### src/rtl/rr_stream_arbiter.sv
// N-to-1 round-robin merge of val/rdy streams into one registered output stage.
// Each accepted message is tagged with its source index in the MSBs of ostream_msg.
module rr_stream_arbiter #(
    parameter int nbits   = 32,
    parameter int ninputs = 8
) (
    input  logic                                  clk,
    input  logic                                  reset,
    input  logic [ninputs-1:0]                    istream_val,
    input  logic [ninputs-1:0][nbits-1:0]         istream_msg,
    output logic [ninputs-1:0]                    istream_rdy,
    output logic                                  ostream_val,
    output logic [$clog2(ninputs)+nbits-1:0]      ostream_msg,
    input  logic                                  ostream_rdy
);

    localparam int          addr_nbits = $clog2(ninputs);
    localparam int unsigned n_u        = ninputs;

    logic                        out_full;
    logic [addr_nbits+nbits-1:0] out_msg;
    logic [addr_nbits-1:0]       ptr;

    logic                        can_accept;
    logic                        grant_found;
    logic [addr_nbits-1:0]       grant_idx;
    logic [ninputs-1:0]          grant;
    logic                        xfer_in;
    logic                        xfer_out;

    // Index arithmetic modulo ninputs, so non-power-of-2 port counts wrap correctly.
    function automatic logic [addr_nbits-1:0] wrap_add(input logic [addr_nbits-1:0] base,
                                                       input int unsigned         offset);
        int unsigned sum;
        sum = 32'(base) + offset;
        if (sum >= n_u) begin
            sum = sum - n_u;
        end
        return sum[addr_nbits-1:0];
    endfunction

    // Scan from ptr upward; the first valid input after the last winner gets the grant.
    always_comb begin
        // NOTE: every always_comb output gets a default first so no path leaves it unassigned (no latch).
        grant_found = 1'b0;
        grant_idx   = '0;
        for (int unsigned k = 0; k < n_u; k++) begin
            if (!grant_found && istream_val[wrap_add(ptr, k)]) begin
                grant_found = 1'b1;
                grant_idx   = wrap_add(ptr, k);
            end
        end
    end

    always_comb begin
        grant            = '0;
        grant[grant_idx] = grant_found;
    end

    // Handshakes are suppressed in a reset cycle even though the registers still hold old state.
    assign ostream_val = out_full & ~reset;
    assign ostream_msg = out_msg;
    assign can_accept  = ~out_full | ostream_rdy;
    assign istream_rdy = (can_accept && !reset) ? grant : '0;
    assign xfer_in     = |istream_rdy;
    assign xfer_out    = ostream_val & ostream_rdy;

    always_ff @(posedge clk) begin
        // NOTE: sequential state uses non-blocking assignments so all registers update together.
        if (reset) begin
            out_full <= 1'b0;
            // NOTE: the payload register is reset too, so ostream_msg reads zero after reset.
            out_msg  <= '0;
            ptr      <= '0;
        end else if (xfer_in) begin
            out_full <= 1'b1;
            out_msg  <= {grant_idx, istream_msg[grant_idx]};
            ptr      <= wrap_add(grant_idx, 1);
        end else if (xfer_out) begin
            out_full <= 1'b0;
        end
    end

    assert property (@(posedge clk) disable iff (reset) $onehot0(istream_rdy));

    assert property (@(posedge clk) disable iff (reset)
                     (ostream_val && !ostream_rdy) |=> $stable(ostream_msg));

    assert property (@(posedge clk) disable iff (reset) 32'(ptr) < n_u);

endmodule

### config.mk
export PLATFORM = sky130hd
export DESIGN_NAME = rr_stream_arbiter
export DESIGN_NICKNAME = d
export VERILOG_FILES = /design/src/rtl/rr_stream_arbiter.sv
export SDC_FILE = /design/constraint.sdc
export NUM_CORES = 1
export LEC_CHECK = 0
export ABC_AREA = 1
export CAP_MARGIN = 20
export CORE_UTILIZATION = 35
export DETAILED_ROUTE_END_ITERATION = 12
export GPL_ROUTABILITY_DRIVEN = 1
export PLACE_DENSITY_LB_ADDON = 0.05
export SETUP_SLACK_MARGIN = 0.4
export SLEW_MARGIN = 20
export SYNTH_ARGS = -nofsm -noshare
export SYNTH_HDL_FRONTEND = slang
export SYNTH_SLANG_ARGS = --single-unit
### constraint.sdc
create_clock -name clk -period 3.77 [get_ports clk]
set_clock_uncertainty 0.2 [all_clocks]
set_input_delay 0.754 -clock clk [delete_from_list [all_inputs] [get_ports clk]]
set_output_delay 0.754 -clock clk [all_outputs]
set_load 0.1 [all_outputs]
==> results.toml <==
[synth]
yosysUniqueCellTypes = 33
synth_seq_area_share_pct = 14.57
synth_xor_area_share_pct = 0.6536
ys_ff_latch = 39
synth_nets = 1309
ys.flop_type = "dfxtp_1"
synthArstFlopShare_pct = 0
synth_simple_gate_area_share_pct = 65.50
synth_warnings = 0
yosysTopAreaCellShare_pct = 33.96
synth_edf_count = 0
netlist_area_um2 = 5360
synth_adder_area_share_pct = 0.4669
syn_inst = 1040
syn_avg_cell_area_um2 = 5.154
synth_top_area_cell = "nand2_1"
synth_top_family_by_area = "simple AND/OR/NAND/NOR gates"
synthTopCellsByArea = "nand2_1 (34%), nand3_1 (16%), dfxtp_1 (15%)"
synth_compound_area_share_pct = 2.708
synth_mux_area_share_pct = 0

[run]
cap_viol_max_count = 0

[timing]
period_share_pct = 97.88
max_slew_margin_pct = 31.30
rsz0062_at_grt = "true"
finalSetupTns_ps = 0
slew_violations = 0
period_needed_ps = 3690
max_freq_mhz = 271.0
setup_viol = 0
worst-slew-pin-transition_ps = 1027
hold_viol = 0

[cts]
clkLatencyLatePin_ps = 270
clkTransAtPathRegs_ps = 60
clock_path_buffers = 2
clock_sinks = 39
clock-root-buffer = "clkbuf_16"
htreeDepth = 2
cts_tree = "done"
cts_made_buffers = 5

[final_layout]
layout.nets = 1655
post-route-cell-area_um2 = 9965
synthToLayoutAreaGrowth_pct = 85.90
drive_gt1_share_pct = 17.30
diodes = 0

[route]
drtIter0Drc = 391
viasPerCell = 4.869
ant_nets = 0
drt_wl_total_mm = 24.30
drc = 0
firstDrtPassIters = 5
wl_per_cell_um = 15.46
vias = 7649

[status]
status = "finished, final reports clean"

[critical_path]
cpPeakStageDelay_ps = 400
end_kind = "output pin"
start_kind = "flop"
worstPathArrival_ps = 2740
crit_chain = "inv_8, ha_4, inv_6, nand3_2, nand2_2, nand2_1, nand2_4, nand4_4, nor2_4, buf_4, nand3b_1, nand3_2, inv_1, buf_6, nand2_4, nor3_4, buf_12"
cp.required_ps = 2820
critPathMaxFanout = 6
cpMaxStageDelayCell = "dfxtp_4"
worstSetupPathType = "flop to output pin"

[floorplanning]
die-area_um2 = 15810
die_w_um = 125.8
fp.dieH_um = 125.8
row_count = 44
ios = 311
core_um2 = 14750
initial_core_util_pct = 36.33

[place]
gp_congestion = 0.8909
dp_hpwl_mm = 17.49
place_area_um2 = 8982
port_buffers = 310

[global_routing]
gr-usage-all-layers_pct = 29.76
grt_antenna_before_repair = 0
grt_pass1_wl_mm = 37.70
grt_overflow = 0
grt_pass1_vias = 7462
grt_max_degree = 70

[hold_path]
hold_class = "flop to flop"
[path summary, 6_finish.rpt]
kind	depth (start not counted)	to	startpoint	slack (ps)
worst max register to register	24	out_full$_SDFFE_PP0P_	ptr[0]$_SDFFE_PP0P_	90
worst min-delay path	2	ostream_msg[34]$_SDFFE_PP0P_	ostream_msg[34]$_SDFFE_PP0P_	280
worst min register to register	2	ostream_msg[34]$_SDFFE_PP0P_	ostream_msg[34]$_SDFFE_PP0P_	280
worst max-delay path	17	istream_rdy[0]	ptr[0]$_SDFFE_PP0P_	80
[worst max-delay path, delay by kind of cell, from the launching register on]
kind / cells / cell delay [ps]
flip-flops: 1 / 400
AND/OR/NAND/NOR: 10 / 1000
buffers and inverters: 6 / 710
adder cells (fa/ha/maj): 1 / 350
[registers in the layout, indices dropped and copies added (netlist names)]
register / count
out_full: 1
ostream_msg: 35
ptr: 3
[synth_stat cells, types with 2 or more instances]
library cell  instances
nand2_1             485
nand3_1             173
inv_1               119
nand3b_1             65
dfxtp_1              39
buf_2                36
nor2_1               27
buf_4                12
clkbuf_1             10
a21boi_0              8
nand3_2               8
nand4_1               7
buf_6                 6
o21ai_0               6
buf_1                 5
inv_2                 5
nand2_2               5
nor2_4                3
a21oi_1               2
ha_1                  2
nor2_2                2
nor3_1                2
xnor2_1               2
xor2_1                2
[through the flow]
step	setup WS, ps	instances	hold WS, ps	utilization (%)
2_1_floorplan	-235.0	1040	344.9	-
4_1_cts	161.7	1565	281.9	66.45
3_5_place_dp	-237.1	1522	273.2	60.88
6_report	79.85	1571	275.2	67.54
3_3_place_gp	-219.9	1522	252.9	60.88
5_1_grt	-36.80	1571	302.2	67.54
[final cells by class]
cell class | instances | area [um2]
clock inverter | 2 | 60.06
sequential | 39 | 792.0
inverter | 125 | 486.7
fill | 1349 | 4790
multi-input combinational | 807 | 4242
timing repair buffer | 408 | 4025
clock buffer | 6 | 128.9
tap | 184 | 230.2
[layout by cell type (no fill, tap or decap), drive strengths merged]
master / synthesis / layout
nor2: 32 / 32
clkinv: 1 / 1
bufinv: 0 / 2
clkbuf: 10 / 9
o21bai: 1 / 1
clkdlybuf4s50: 0 / 278
inv: 124 / 124
nor3: 2 / 2
buf: 59 / 122
a31oi: 2 / 2
a21oi: 2 / 2
dfxtp: 39 / 39
a21boi: 8 / 8
nand3b: 65 / 65
o22ai: 1 / 1
nand4: 8 / 8
ha: 2 / 2
clkdlybuf4s15: 0 / 5
o21ai: 7 / 7
o31ai: 1 / 1
nand2: 491 / 491
nand3: 181 / 181
xor2: 2 / 2
xnor2: 2 / 2
[routing by layer]
layer  track usage [%]  vias up  part of all wire, %
li1                  -     3926                    -
met1             32.99     3416                   39
met2             57.29      261                   52
met3             5.438       46                  6.1
met4             8.646        0                  3.1
met5                 0        -                    0
[cell families after synthesis]
group           Yosys count
xor+xnor                  4
simple gates            779
buf+inv                 194
fa+ha+maj                 2
flops                    39
compound gates           22
[timing repair]
item / in CTS / in global routing
setup endpoints to repair: 40 / 41
hold endpoints to repair: 0 / 0
pin swaps: 49 / 7
buffers inserted: 35 / 5
hold buffers: 0 / 0
gates resized for setup: 109 / 30
gates cloned: 0 / 1
Power is not shown: default switching activity piles up to over one toggle a cycle in this logic, so the estimate is an artifact.
